<file path="config.mk">
export PLATFORM = sky130hd
export DESIGN_NAME = lfsr_galois
export DESIGN_NICKNAME = d
export VERILOG_FILES = /design/src/rtl/lfsr_galois.sv
export SDC_FILE = /design/constraint.sdc
export NUM_CORES = 1
export LEC_CHECK = 0
export CAP_MARGIN = 20
export CORE_UTILIZATION = 50
export DETAILED_ROUTE_END_ITERATION = 16
export GPL_TIMING_DRIVEN = 1
export PLACE_DENSITY = 0.81
export SLEW_MARGIN = 5
export SYNTH_ARGS = -nofsm -noshare
export SYNTH_HDL_FRONTEND = slang
export SYNTH_SLANG_ARGS = --single-unit
export TNS_END_PERCENT = 30
</file>
<file path="constraint.sdc">
create_clock -name clk -period 2.2 [get_ports clk]
set_input_delay 0.33 -clock clk [delete_from_list [all_inputs] [get_ports clk]]
set_output_delay 0.33 -clock clk [all_outputs]
set_load 0.005 [all_outputs]
</file>
<file path="src/rtl/lfsr_galois.sv">
// lfsr_galois: right-shifting Galois LFSR with synchronous load to seed
//   clk, rst_n : clock, synchronous active-low reset (reloads SEED)
//   load       : reload SEED (priority over adv)
//   adv        : step one position
//   q          : current LFSR state
module lfsr_galois #(
    parameter int               WIDTH = 16,
    parameter logic [WIDTH-1:0] POLY  = '1,
    parameter logic [WIDTH-1:0] SEED  = '1
) (
    input  logic             clk,
    input  logic             rst_n,
    input  logic             load,
    input  logic             adv,
    output logic [WIDTH-1:0] q
);
    always_ff @(posedge clk) begin
        if (!rst_n || load) q <= SEED;
        else if (adv) q <= {1'b0, q[WIDTH-1:1]} ^ (q[0] ? POLY : '0);
    end
endmodule

</file>
==> results of run 1 <==
[cell families (layout without fill, tap and decap cells)]
family          after synthesis  count (layout)  share of synthesized area [%]
xor+xnor                     14              14                           15.6
mux                           1               1                           1.27
buf+inv                       8              27                           9.52
compound gates               16              16                           23.2
flops                        16              16                           40.6
simple gates                 18              18                           9.84
[routing by layer]
metal / GRT usage [%] / wire length, µm / up-vias
li1: - / - / 283
met1: 20.4 / 616 / 262
met2: 25.0 / 645 / 12
met3: 3.91 / 40 / 4
met4: 9.68 / 27 / 0
met5: 0 / 0 / -
[synthesized netlist by cell type (2+ instances only)]
cell type   n  area [µm²]
buf_4       3        22.5
a22oi_4     2        42.5
a22oi_1     4        30.0
nor2_1     14        52.6
a22oi_2     8         100
buf_6       2        22.5
dfxtp_1    16         320
xnor2_1    14         123
[final cells by class]
type / count / area (µm²) / share of cell area (%)
multi-input cells: 49 / 393 / 39.7
flip-flops and latches: 16 / 320 / 32.4
repair buffers: 23 / 220 / 22.3
clock buffers: 4 / 36.3 / 3.67
well taps: 15 / 18.8 / 1.90
[through the flow]
stage	instance area (µm²)	instances	utilization, %	setup WS [ns]	hold WS, ns
floorplan	788	73	-	1.13	0.510
global placement	952	103	68.9	0.758	0.509
detailed placement	952	103	68.9	0.733	0.514
CTS	988	107	71.5	0.663	0.541
global route	988	107	71.5	0.614	0.574
finish	988	107	71.5	0.671	0.535
[power breakdown]
part / switching, µW / internal, µW / total (µW)
sequential: 13.2 / 305 / 318
clock: 92.1 / 101 / 193
combinational: 46.6 / 63.3 / 110
total: 152 / 469 / 621
[layout by cell type, fill, tap and decap left out, drive strengths merged]
cell type,netlist,layout
clkbuf,1,4
a22oi,14,14
nand2,1,1
o21ai,1,1
dfxtp,16,16
buf,7,4
nor2b,1,1
and3b,1,1
clkdlybuf4s50,0,19
nor2,14,14
mux2i,1,1
xnor2,14,14
and3,1,1
a21oi,1,1
[how the worst min path moves through the flow]
stage                     start    end  slack, ns
after detailed placement  q[15]  q[15]       0.51
after global routing      q[15]  q[15]       0.57
after floorplan           q[15]  q[15]       0.51
after global placement    q[15]  q[15]       0.51
after CTS                 q[15]  q[15]       0.54
final                     q[15]  q[15]       0.54
==> impl_metrics.ini, run 1 <==
[run_status]
status = complete, no violations

[setup_path]
critPathLaunchType = flop
reg2reg_depth = 3
r2r_start = q[0]
cp_slowest_cell = clkdlybuf4s50_1
endpoint_kind = output pin
cpPeakStageDelay_ns = 0.52
cp_data_required_time_ns = 1.87
r2r_setup_slack_ns = 1.22
cp_top_family = buffers and inverters
worst-setup-path-type = reg -> out
crit_buf_inv = 1
regToRegEndpoint = q[5]
cp-startpoint = q[12]
path_cells = clkdlybuf4s50_1
cp.depth = 1
crit_path_end = q[12]
crit_path_max_fanout = 3
arrival_ns = 1.20

[synth]
netlist_area_um2 = 788
yosys_register_bits = 16
ys.flop_type = dfxtp_1
syn-num-nets = 77
yosys.cell_types.count = 18
syn_avg_cell_area_um2 = 10.8
async_flop_share_pct = 0
synth_edf_count = 0
yosysWarnings = 0
synth_cells = 73
yosysSeqAreaShare_pct = 40.6

[global_route]
antenna_found_initial = 0
grt_max_degree = 18
grt_pass1_vias = 500
gr-usage-all-layers_pct = 16.2
grt.overflow.total = 0
grt_pass1_wl_um = 2180

[clock_tree]
clk_latency_ns = 0.28
postCtsSetupBuffers = 0
clk_path_buf_depth = 2
cts_tree = yes
htree_levels = 1
cts_inserted_buffers = 3
cts_hold_buf = 0
cts_root_buffer = clkbuf_4
cts.sink_count = 16
post_cts_resized = 0
clkTransAtPathRegs_ns = 0.09

[floorplanning]
io_pins = 20
dieArea_um2 = 1740
rows = 13
die_width_um = 41.7
coreArea_um2 = 1380
initial_core_util_pct = 57.0
die_h_um = 41.7

[sta]
rsz0062_at_grt = no
timing.setup.tns_ns = 0
tightest_slew_ns = 0.255
min_period_over_period_pct = 69.5
relSlewSlack_pct = 82.9
max_freq_ghz = 0.654
hold_viol_final = 0
setup_viol = 0
slew_viol_final = 0
finalClockSkew_ns = 0.000336
min_period_ns = 1.53

[cells_and_area]
fillCellCount = 109
nNetsFinal = 97
largest_reg_flops = 16
area_growth_pct = 25.4
drive_gt1_share_pct = 19.6
largest-register = q
reg.largest.list = q (16)
n_antenna_cell = 0

[place]
place.gp.congestion = 0.631
dpl.hpwl_um = 884
io_buffers = 19

[routing]
wl_um = 1330
drc = 0
drt_first_pass_iters = 3
wl_per_cell_um = 12.4
drt-initial-drc-count = 8
vias = 561
viasPerCell = 5.24
detail-route-antenna-nets = 0

[power_and_ir_drop]
p_per_area_nw_per_um2 = 628
peakVddDrop_mv = 0.389
power_uw = 621
p_leak_uw = 0.000379

[hold_path]
hold_depth = 2
hp-class = reg -> reg

[run]
cap_violations = 0
Note: power is estimated with default switching activity, not from simulation.
==> inputs of run 2 (changes only) <==
--- a/config.mk
+++ b/config.mk
@@ -6,10 +6,10 @@
 export NUM_CORES = 1
 export LEC_CHECK = 0
 export CAP_MARGIN = 20
-export CORE_UTILIZATION = 50
+export CORE_UTILIZATION = 42
 export DETAILED_ROUTE_END_ITERATION = 16
 export GPL_TIMING_DRIVEN = 1
-export PLACE_DENSITY = 0.81
+export PLACE_DENSITY = 0.73
 export SLEW_MARGIN = 5
 export SYNTH_ARGS = -nofsm -noshare
 export SYNTH_HDL_FRONTEND = slang
==> constraint.sdc (replaced) <==
create_clock -name clk -period 1.35 [get_ports clk]
set_input_delay 0.2025 -clock clk [delete_from_list [all_inputs] [get_ports clk]]
set_output_delay 0.2025 -clock clk [all_outputs]
set_load 0.005 [all_outputs]
==> run 2 against run 1 <==
Register-to-register slack worse by 0.85 ns. Worst setup slack got worse by 0.63 ns. Largest power group unchanged. Worst hold slack got worse by 0.046 ns.
==> impl_metrics.ini, run 2 (synthesis results as in run 1) <==
[clock_tree]
clk_latency_ns = 0.27
cts.sink_count = 16
htree_levels = 1
cts_root_buffer = clkbuf_4
cts_hold_buf = 0
clkTransAtPathRegs_ns = 0.09
cts_inserted_buffers = 3
clk_path_buf_depth = 2
cts_tree = yes

[floorplanning]
rows = 15
die_h_um = 45.3
coreArea_um2 = 1750
io_pins = 20
dieArea_um2 = 2050
initial_core_util_pct = 45.2
die_width_um = 45.3

[global_route]
gr-usage-met3_pct = 2.40
gr-usage-all-layers_pct = 14.6
grt_max_degree = 18
grt.busiest_layer = met2
grt_pass1_wl_um = 2100
grt_use_met2_pct = 24.3
grt.overflow.total = 0
antenna_found_initial = 0
grt_pass1_vias = 504
met1_usage_pct = 17.4

[power_and_ir_drop]
power_uw = 960
clock_power_share_pct = 25.0
p_seq_share_pct = 54.0
switching_share_pct = 24.7
p_per_area_nw_per_um2 = 863
p_leak_uw = 0.000418
combPwrFrac_pct = 21.0
switchingPower_uw = 237
p_int_uw = 722
peakVddDrop_mv = 0.599

[sta]
relSlewSlack_pct = 83.7
slew_viol_final = 0
min_period_ns = 1.31
max_freq_ghz = 0.765
finalClockSkew_ns = 0.00199
tightest_slew_ns = 0.242
rsz0062_at_grt = no
setup_viol = 0
timing.setup.tns_ns = 0
hold_viol_final = 0
min_period_over_period_pct = 96.8
finalWorstSetupSlack_ns = 0.0434

[cells_and_area]
n_antenna_cell = 0
area_growth_pct = 41.1
fin_util_pct = 63.7
largest-register = q
reg.largest.list = q (16)
final_common_cell = dfxtp_2
drive_gt1_share_pct = 41.4
nNetsFinal = 105
largest_reg_flops = 16
final_cells = 124
most-common-layout-cells = 16 x dfxtp_2, 14 x nor2_1, 14 x xnor2_1, 10 x buf_4, 9 x dlymetal6s2s_1

[place]
dpl.hpwl_um = 851
place.gp.congestion = 0.666
pre_cts_slack_ns = 0.0418
post-place-cells = 114
io_buffers = 19

[setup_path]
path_cells = clkdlybuf4s50_1
critPathLaunchType = flop
regToRegEndpoint = q[5]
endpoint_kind = output pin
cp_top_family = buffers and inverters
r2r_setup_slack_ns = 0.37
r2r_start = q[0]
cpPeakStageDelay_ns = 0.49
crit_path_max_fanout = 2
crit_buf_inv = 1
cp_slowest_cell = clkdlybuf4s50_1
worst-setup-path-type = reg -> out
reg2reg_depth = 3
arrival_ns = 1.10
cp_data_required_time_ns = 1.15

[routing]
vias = 586
viasPerCell = 4.73
drt_first_pass_iters = 2
drc = 0
wl_um = 1350
drt-initial-drc-count = 8
wl_per_cell_um = 10.9
detail-route-antenna-nets = 0

[hold_path]
hold_depth = 2
hp-class = reg -> reg
min-delay-start = q[15]
whs_endpoint = q[15]

[run_status]
status = complete, no violations

[run]
cap_violations = 0
## run 2: worst max-delay path by stage
stage | depth (start not counted) | startpoint | slack [ns] | end
floorplan | 4 | q[0] | 0.35 | q[10]
global placement | 4 | adv | 0.05 | q[1]
detailed placement | 4 | adv | 0.04 | q[13]
CTS | 1 | q[15] | 0.001 | q[15]
global route | 1 | q[5] | 0.01 | q[5]
finish | 1 | q[12] | 0.04 | q[12]
## run 2: timing repair
item / 4_1_cts / 5_1_grt
buffers inserted: 3 / 4
pin swaps: 0 / 0
cloned: 0 / 0
endpoints found under the setup margin: 15 / 11
gates resized for setup: 17 / 10
## run 2: final cells by class
cell class,instances,area (µm²)
flip-flops and latches,16,340
well taps,25,31.3
fillers,153,633
repair buffers,31,325
multi-input cells,49,393
clock buffers,3,22.5
## run 2: power by group through the flow
stage	registers [µW]	logic, µW	clock network [µW]
6_report	518	202	240
2_1_floorplan	529	120	0
5_1_grt	522	218	266
3_3_place_gp	528	189	0
4_1_cts	520	200	259
3_5_place_dp	529	191	0
## run 2: stage by stage
step           hold slack [ns]  area, µm²
2_1_floorplan            0.496        788
3_3_place_gp             0.508        997
3_5_place_dp             0.511        997
4_1_cts                  0.504       1060
5_1_grt                  0.529       1110
6_report                 0.489       1110
## run 2: layer usage
metal / wire length, µm / up-vias
met4: 12 / 0
li1: - / 300
met3: 36 / 2
met2: 677 / 9
met5: 0 / -
met1: 622 / 275
## run 2: worst reg2reg max path: stages, from the launching register on
cell and delay (ns):
dfxtp_2 0.33, buf_4 0.21, xnor2_1 0.28, a22oi_4 0.06
==> inputs of run 3 (changes only) <==
--- a/config.mk
+++ b/config.mk
@@ -14,4 +14,4 @@
 export SYNTH_ARGS = -nofsm -noshare
 export SYNTH_HDL_FRONTEND = slang
 export SYNTH_SLANG_ARGS = --single-unit
-export TNS_END_PERCENT = 30
+export TNS_END_PERCENT = 100
==> run 3 against run 2 <==
Clock-buffer cell count is the same. Combinational power grew 3%. Flip-flop and latch count is the same. First-iteration DRC count is the same. Worst hold slack is essentially flat. Register-to-register slack is essentially flat. Utilization grew 0.79 points. Critical path type unchanged. Critical endpoint unchanged.
==> impl_metrics.ini, run 3 (synthesis results as in run 1) <==
[floorplanning]
die_h_um = 45.3
initial_core_util_pct = 45.2
io_pins = 20
rows = 15
coreArea_um2 = 1750
dieArea_um2 = 2050
die_width_um = 45.3

[place]
place.gp.congestion = 0.666
dpl.hpwl_um = 851
io_buffers = 19
post-place-cells = 114

[sta]
tightest_slew_ns = 0.243
setup_viol = 0
rsz0062_at_grt = no
min_period_over_period_pct = 96.7
min_period_ns = 1.31
finalClockSkew_ns = 0.00253
timing.hold.ws_ns = 0.489
hold_viol_final = 0
slew_viol_final = 0
max_freq_ghz = 0.766
relSlewSlack_pct = 83.7
timing.setup.tns_ns = 0

[global_route]
grt_max_degree = 18
grt.overflow.total = 0
gr-usage-all-layers_pct = 14.8
grt_pass1_vias = 509
antenna_found_initial = 0
grt_pass1_wl_um = 2130

[run_status]
status = complete, no violations

[routing]
detail-route-antenna-nets = 0
vias = 582
wl_um = 1370
viasPerCell = 4.62
drc = 0
drt_first_pass_iters = 3
wl_per_cell_um = 10.9
drt-initial-drc-count = 8

[clock_tree]
clkTransAtPathRegs_ns = 0.09
cts_tree = yes
clk_latency_ns = 0.27
cts_root_buffer = clkbuf_4
htree_levels = 1
clk_path_buf_depth = 2
cts_inserted_buffers = 3
cts_hold_buf = 0
cts.sink_count = 16

[hold_path]
hp-class = reg -> reg

[cells_and_area]
fillCellCount = 154
n_antenna_cell = 0
most-common-layout-cells = 16 x dfxtp_2, 14 x nor2_1, 14 x xnor2_1, 12 x buf_4, 10 x clkdlybuf4s50_1
final_cells = 126
largest_reg_flops = 16
drive_gt1_share_pct = 42.6
area_growth_pct = 42.9
nNetsFinal = 107
reg.largest.list = q (16)
largest-register = q
final_common_cell = dfxtp_2

[setup_path]
crit_buf_inv = 1
critPathLaunchType = flop
endpoint_kind = output pin
cp_data_required_time_ns = 1.15
cpPeakStageDelay_ns = 0.49
worst-setup-path-type = reg -> out
cp_top_family = buffers and inverters
cp_slowest_cell = clkdlybuf4s50_1
crit_path_max_fanout = 2
path_cells = clkdlybuf4s50_1
arrival_ns = 1.10

[power_and_ir_drop]
p_per_area_nw_per_um2 = 857
p_leak_uw = 0.000426
peakVddDrop_mv = 0.597

[run]
cap_violations = 0
## run 3: cell count changes in the layout (fill, tap and decap cells not counted)
cell / change
clkdlybuf4s50_1: +2
dlymetal6s2s_1: -1
dlygate4sd2_1: -1
buf_4: +2
## run 3: metrics by stage
stage	total power [µW]	util, %	area [µm²]	setup WS [ns]
2_1_floorplan	650	-	788	0.353
4_1_cts	983	61.1	1070	0.000968
5_1_grt	1010	64.5	1130	0.00522
3_3_place_gp	717	57.1	997	0.0533
3_5_place_dp	720	57.1	997	0.0418
6_report	965	64.5	1130	0.0440
## run 3: metal layers
| layer | wire length (µm) | GRT usage, % | up-vias | share of wire, % |
|---|---|---|---|---|
| met2 | 688 | 24.3 | 9 | 50 |
| li1 | - | - | 303 | - |
| met1 | 631 | 17.9 | 268 | 46 |
| met4 | 12 | 9.09 | 0 | 0.88 |
| met3 | 37 | 2.40 | 2 | 2.7 |
| met5 | 0 | 0 | - | 0 |
## run 3: layout make-up
cell class / count / area, µm² / share of cell area [%]
sequential: 16 / 340 / 30.2
multi-input combinational: 49 / 393 / 34.9
clock buffer: 3 / 22.5 / 2.00
tap: 25 / 31.3 / 2.78
timing repair buffer: 33 / 339 / 30.1
## run 3: final timing paths
kind,startpoint,endpoint,slack [ns],cells after the start
min reg2reg,q[15],q[15],0.49,2
min,q[15],q[15],0.49,2
max reg2reg,q[0],q[5],0.37,3
max,q[12],q[12],0.04,1
## run 3: worst reg2reg max path, cell delays in order (launching register included)
cell and delay (ns):
dfxtp_2 0.33, buf_4 0.21, xnor2_1 0.27, a22oi_4 0.06
## run 3: what timing repair did
| item | in CTS | in global routing |
|---|---|---|
| buffers inserted | 4 | 5 |
| gates resized for setup | 16 | 9 |
| endpoints found under the setup margin | 15 | 11 |
| gates cloned | 0 | 0 |
## run 3: power by group
group          internal [µW]  switching [µW]
clock                    103             136
sequential               501            15.9
combinational            123            85.4
